`src/rtl/trace_capture_ctrl.sv`:
```
// Snoops peripheral-bus writes into a small record buffer.
// Records, filters and status are read back through a CSR slave port.
module trace_capture_ctrl #(
  parameter int DEPTH    = 4,
  parameter int TS_WIDTH = 32
) (
  input  logic        clk_i,
  input  logic        arst_n_i,
  input  logic        snoop_req_i,
  input  logic        snoop_ack_i,
  input  logic        snoop_we_i,
  input  logic [31:0] snoop_addr_i,
  input  logic [3:0]  snoop_be_i,
  input  logic [31:0] snoop_wdata_i,
  input  logic        csr_req_i,
  input  logic        csr_we_i,
  input  logic [7:0]  csr_addr_i,
  input  logic [31:0] csr_wdata_i,
  output logic        csr_resp_o,
  output logic [31:0] csr_rdata_o
);

  localparam int AW = (DEPTH > 1) ? $clog2(DEPTH) : 1;
  localparam logic [7:0] DEPTH_C = 8'(DEPTH);
  localparam logic [4:0] DEPTH_S = 5'(DEPTH);
  localparam logic [3:0] LAST = 4'(DEPTH - 1);

  logic                en;
  logic                wrap;
  logic [31:0]         base;
  logic [31:0]         mask;
  logic [TS_WIDTH-1:0] ts;
  logic [31:0]         ts_ext;
  logic [23:0]         seq;
  logic [3:0]          wr_ptr;
  logic [7:0]          count;
  logic                ovf;

  logic [31:0] rec_ts   [DEPTH];
  logic [31:0] rec_addr [DEPTH];
  logic [31:0] rec_data [DEPTH];
  logic [3:0]  rec_be   [DEPTH];
  logic [23:0] rec_seq  [DEPTH];

  logic [5:0]    off;
  logic          csr_wr;
  logic          clr;
  logic          full;
  logic          hit;
  logic          store;
  logic [3:0]    rec_n;
  logic [4:0]    slot;
  logic [AW-1:0] sidx;
  logic          rec_ok;
  logic [31:0]   rd_val;
  logic          unused_bits;

  assign off    = csr_addr_i[7:2];
  assign csr_wr = csr_req_i & csr_we_i;
  assign clr    = csr_wr && off == 6'h00 && csr_wdata_i[2];
  assign full   = count == DEPTH_C;
  assign ts_ext = 32'(ts);
  assign hit    = snoop_req_i & snoop_ack_i & snoop_we_i & en &
                  ((snoop_addr_i & mask) == (base & mask));
  // A full buffer only accepts the hit when wrapping; CLR always wins.
  assign store  = hit & ~clr & (~full | wrap);
  assign unused_bits = ^csr_addr_i[1:0];

  always_ff @(posedge clk_i or negedge arst_n_i) begin
    if (!arst_n_i) begin
      en   <= 1'b0;
      wrap <= 1'b0;
      base <= '0;
      mask <= '0;
    end else if (csr_wr) begin
      unique case (1'b1)
        off == 6'h00: begin
          en   <= csr_wdata_i[0];
          wrap <= csr_wdata_i[1];
        end
        off == 6'h04: base <= csr_wdata_i;
        off == 6'h05: mask <= csr_wdata_i;
        default: ;
      endcase
    end
  end

  always_ff @(posedge clk_i or negedge arst_n_i) begin
    if (!arst_n_i) ts <= '0;
    else           ts <= ts + 1'b1;
  end

  always_ff @(posedge clk_i or negedge arst_n_i) begin
    if (!arst_n_i) begin
      seq    <= '0;
      wr_ptr <= '0;
      count  <= '0;
      ovf    <= 1'b0;
    end else if (clr) begin
      seq    <= '0;
      wr_ptr <= '0;
      count  <= '0;
      ovf    <= 1'b0;
    end else if (hit) begin
      if (full) ovf <= 1'b1;
      if (store) begin
        seq    <= seq + 24'd1;
        wr_ptr <= (wr_ptr == LAST) ? 4'd0 : wr_ptr + 4'd1;
        if (!full) count <= count + 8'd1;
      end
    end
  end

  always_ff @(posedge clk_i) begin
    if (store) begin
      rec_ts[wr_ptr[AW-1:0]]   <= ts_ext;
      rec_addr[wr_ptr[AW-1:0]] <= snoop_addr_i;
      rec_data[wr_ptr[AW-1:0]] <= snoop_wdata_i;
      rec_be[wr_ptr[AW-1:0]]   <= snoop_be_i;
      rec_seq[wr_ptr[AW-1:0]]  <= seq;
    end
  end

  // Logical record n maps to the oldest slot when the ring is full.
  always_comb begin
    rd_val = '0;
    rec_n  = csr_addr_i[7:4] - 4'd4;
    slot   = {1'b0, full ? wr_ptr : 4'd0} + {1'b0, rec_n};
    if (slot >= DEPTH_S) slot = slot - DEPTH_S;
    sidx   = slot[AW-1:0];
    rec_ok = (csr_addr_i[7:6] != 2'b00) && ({4'b0, rec_n} < count);
    unique case (1'b1)
      rec_ok: begin
        unique case (csr_addr_i[3:2])
          2'd0: rd_val = rec_ts[sidx];
          2'd1: rd_val = rec_addr[sidx];
          2'd2: rd_val = rec_data[sidx];
          default: rd_val = {4'b0, rec_be[sidx], rec_seq[sidx]};
        endcase
      end
      off == 6'h00: rd_val = {30'b0, wrap, en};
      off == 6'h01: rd_val = {12'b0, wr_ptr, 6'b0, ovf, full, count};
      off == 6'h02: rd_val = ts_ext;
      off == 6'h04: rd_val = base;
      off == 6'h05: rd_val = mask;
      default: rd_val = '0;
    endcase
  end

  always_ff @(posedge clk_i or negedge arst_n_i) begin
    if (!arst_n_i) begin
      csr_resp_o  <= 1'b0;
      csr_rdata_o <= '0;
    end else begin
      csr_resp_o  <= csr_req_i;
      csr_rdata_o <= (csr_req_i && !csr_we_i) ? rd_val : 32'd0;
    end
  end

endmodule

```
`config.mk`:
```
export PLATFORM = sky130hd
export DESIGN_NAME = trace_capture_ctrl
export DESIGN_NICKNAME = d
export VERILOG_FILES = /design/src/rtl/trace_capture_ctrl.sv
export SDC_FILE = /design/constraint.sdc
export NUM_CORES = 1
export LEC_CHECK = 0
export BUFFER_PORTS_ARGS = -buffer_cell sky130_fd_sc_hd__buf_2
export CORE_UTILIZATION = 50
export CTS_CLUSTER_DIAMETER = 200
export DETAILED_ROUTE_END_ITERATION = 8
export PLACE_DENSITY_LB_ADDON = 0.2
export SKIP_CTS_REPAIR_TIMING = 1
export SYNTH_ARGS = -nofsm -noshare
export SYNTH_HDL_FRONTEND = slang
export SYNTH_SLANG_ARGS = --single-unit
```
`constraint.sdc`:
```
create_clock -name clk_i -period 5.82 [get_ports clk_i]
set_clock_uncertainty 0.05 [all_clocks]
set_input_delay 0.582 -clock clk_i [delete_from_list [all_inputs] [get_ports clk_i]]
set_output_delay 0.582 -clock clk_i [all_outputs]
set_load 0.02 [all_outputs]
```
==> summary.md <==
| Metric | Value |
|---|---|
| Outcome | finished with violations |
| Violated checks | negative hold slack |
| Via density | 6.52 |
| YS warnings | 0 |
| DRT Pass-1 Iters | 6 |
| Met1 Wirelength | 36.3 mm |
| Initial antenna violation count | 10 |
| Die W | 245 um |
| Adder-Cell Fraction of Synth Area | 0.553% |
| # port buffers | 145 |
| Setup-failing EPs final | 0 |
| Finished Layout Cells | roughly 3,100 |
| Htree depth | 3 |
| Top Layer Used | met5 |
| Setup Crit Path Kind | flop to flop |
| Critical path arrival | between 5 and 6 ns |
| Post-layout minimum cycle time | 4.82 ns |
| Peak VDD IR | approximately 230 uV |
| CP Launch Point | count[4] |
| Post-synth top flop | edfxtp_1 |
| Post-Syn Nets | between 2,000 and 2,500 |
| EDFF count, synth | 496 |
| TritonCTS clock tree | done |
| Syn Inst Count | 2,147 |
| Worst Hold Class | input pin to asynchronous set/reset pin |
| Vias in the first global route | about 20,000 |
| Reg2reg start | count[4] |
| Starting DRT DRC Count | 2,295 |
| Mean Syn Cell Area | 13.7 um^2 |
| WL met3 | 7.90 mm |
| Static Leak | 0.0128 uW |
| Wire length on met2 | between 40 and 50 mm |
| Worst slew pin tran | roughly 1.1 ns |
| Mux share of post-synthesis cell area | 10.2% |
| Fin. Hold Viols | 2 |
| Yosys reg bits | about 660 |
| TritonCTS buffer count | 70 |
| Critical Path RT | between 6 and 7 ns |
| Post-synthesis simple-gate area fraction | 9.93% |
| Die ar. | 0.0598 mm^2 |
| I/O pin count | 148 |
| Inst Count DP | roughly 3,000 |
| Main combinational cell family by area after synthesis | multiplexers |
| Final period utilization | 82.8% |
| Final hold slack | -0.0119 ns |
| Dominant cells by area after synthesis | edfxtp_1, dfrtp_1, mux2i_1 |
| Core footprint | 0.0579 mm^2 |
| R2r endpoint | csr_rdata_o[28] |
| Dpl hpwl | approximately 56 mm |
| Post-synth cell types | 69 |
| FP Rows | 88 |
| Share of cells above drive strength 1 | between 10% and 20% |
| Cell taking the most area after synthesis | edfxtp_1 |
| Yosys top cell area share | roughly 51% |
| Die Y | roughly 240 um |
| Placer Congestion | 0.890 |
| Maxcap violations | 0 |
| Largest net degree at the start of global routing | 93 |
| Xor/xnor cell area share of the yosys netlist | 1.90% |
| Starting Density | 50.8% |
| Total grt overflow | 0 |
| Asr flop ratio synth | 25.3% |
| Drc violations | 0 |
| Cell area power density | around 310 mW/mm^2 |
| CP endpoint | csr_rdata_o[28] |
| Skew-Pair Late Insertion Delay | 0.62 ns |
| Relative max-transition margin | 26.8% |
| Longest Clk Path Bufs | 3 |
| Clock Sink Count | 664 |
| Setup crit start kind | flop |
| Final #Nets | 2,398 |
| Reg2reg path depth | 11 |
| CTS root buf | clkbuf_16 |
| DR WL/cell | 28.3 um |
| Crit end category | flop |
| Synth Area in Compound Gates | 10.2% |
| RSZ-0062 raised after global routing | no |
| Maximum fanout along the worst path | 85 |
| Synth-to-Final Area Change | 13.6% |
| First-pass GRT wire length | between 100 and 150 mm |
| Pins Over Slew Limit | 0 |
| Gr usage total | between 20% and 30% |
| Sum Neg Setup Slack | 0 ns |
| Clock slew at reported path FFs | 0.06 ns |
| Mapped cell area | approximately 0.029 mm^2 |
| Register area share after synthesis | 64.9% |
| Achievable clock frequency | 207 MHz |
| Vias | 20,185 |
| Routed Antenna Nets | 0 |
| Total wire length | slightly below 90 mm |
| Reg2Reg Setup Slack | 1.0 ns |
[worst min path at each step]
stage                   from               to  slack, ns  cells after the start
floorplan           arst_n_i          base[0]       0.24                      0
global placement         ovf              ovf       0.44                      2
detailed placement       ovf              ovf       0.46                      2
CTS                 arst_n_i  csr_rdata_o[12]       0.03                      1
global route        arst_n_i  csr_rdata_o[24]       0.05                      1
finish              arst_n_i  csr_rdata_o[24]      -0.01                      1
[state kept, by name, summed over array words and instances, names as in the netlist]
register and count:
base 32, count 8, csr_rdata_o 32, csr_resp_o 1, en 1, mask 32
ovf 1, rec_addr 128, rec_be 16, rec_data 128, rec_seq 96, rec_ts 128
seq 24, ts 32, wr_ptr 4, wrap 1
[worst max-delay path, cell delays in order (launching register included)]
cell and delay, ns:
dfrtp_1 0.46, or4_1 0.56, or2_2 0.39, nor2_1 0.34, ha_4 0.24, xor2_4 0.44, buf_4 0.79, nand2_1 0.13
a31oi_1 0.23, o211ai_2 0.12, o22ai_1 0.60, a221o_1 0.34
[power by group]
| group | internal, uW | total [uW] | switching, uW |
|---|---|---|---|
| Combinational | 265 | 793 | 528 |
| Sequential | 5120 | 5170 | 48.6 |
| Clock | 2650 | 4500 | 1840 |
| Total | 8040 | 10500 | 2420 |
[routing by layer]
metal  track usage [%]  vias up
met4              11.9        8
met5                 0        -
met1              42.6    10313
met3              5.18      178
li1                  -     8649
met2              44.0     1037
[stage by stage]
stage / total power [uW] / area [um^2] / utilization, % / setup slack [ns]
after detailed placement: 6040 / 31100 / 53.7 / 1.13
after floorplan: 5700 / 29400 / - / 0.355
after CTS: 10500 / 33400 / 57.7 / 1.08
final: 10500 / 33400 / 57.7 / 0.999
after global placement: 6020 / 31100 / 53.7 / 1.21
after global routing: 10700 / 33400 / 57.7 / 0.817
[cell usage in the layout (no fill, tap or decap), types with 18 or more instances in the layout]
cell type,n
a211oi_1,29
o221ai_1,25
xor2_1,39
mux2i_1,140
nor2_1,69
dfrtp_1,168
a21oi_1,27
nand2_1,170
and3_1,33
nand3_1,103
nand4_1,34
a22oi_1,33
nor3_1,33
o21ai_0,41
mux2_2,102
edfxtp_1,496
buf_4,53
clkbuf_1,21
buf_2,144
o211ai_1,30
a222oi_1,18
a31oi_1,20
mux4_2,20
o22ai_1,23
clkbuf_16,74
nand2b_1,42
xnor2_1,23
a221oi_1,29
nor4_1,23
[kinds of logic (layout without fill, tap and decap cells)]
logic type                 count (synthesis)  after routing
buffers and inverters                    168            348
DFF                                      664            664
AOI/OAI and AO/OA                        391            391
adders and majority gates                 13             13
muxes                                    262            262
and+or+nand+nor                          585            585
xor gates and xnor gates                  64             64
other                                      0              5
[Yosys cell counts (27+ instances only)]
master    number
nand2_1      171
clkbuf_1      92
nand2b_1      42
buf_2         30
nand4_1       34
mux2_2       102
nor3_1        34
edfxtp_1     496
xor2_1        40
nand3_1      103
a21oi_1       27
a22oi_1       33
a211oi_1      29
and3_1        40
o21ai_0       41
a221oi_1      29
nor2_1        75
dfrtp_1      168
mux2i_1      140
o211ai_1      30
[area by class of cell]
cell class                      count  area [um^2]
Fill cell                        4639        24500
Sequential cell                   664        19100
Multi-Input combinational cell   1315         9750
Clock buffer                      106         2080
Timing Repair Buffer              203         1230
Tap cell                          765          957
Clock inverter                     23          231
Inverter                           16         60.1
Antenna cell                        5         12.5
(Power assumes the default switching activity.)
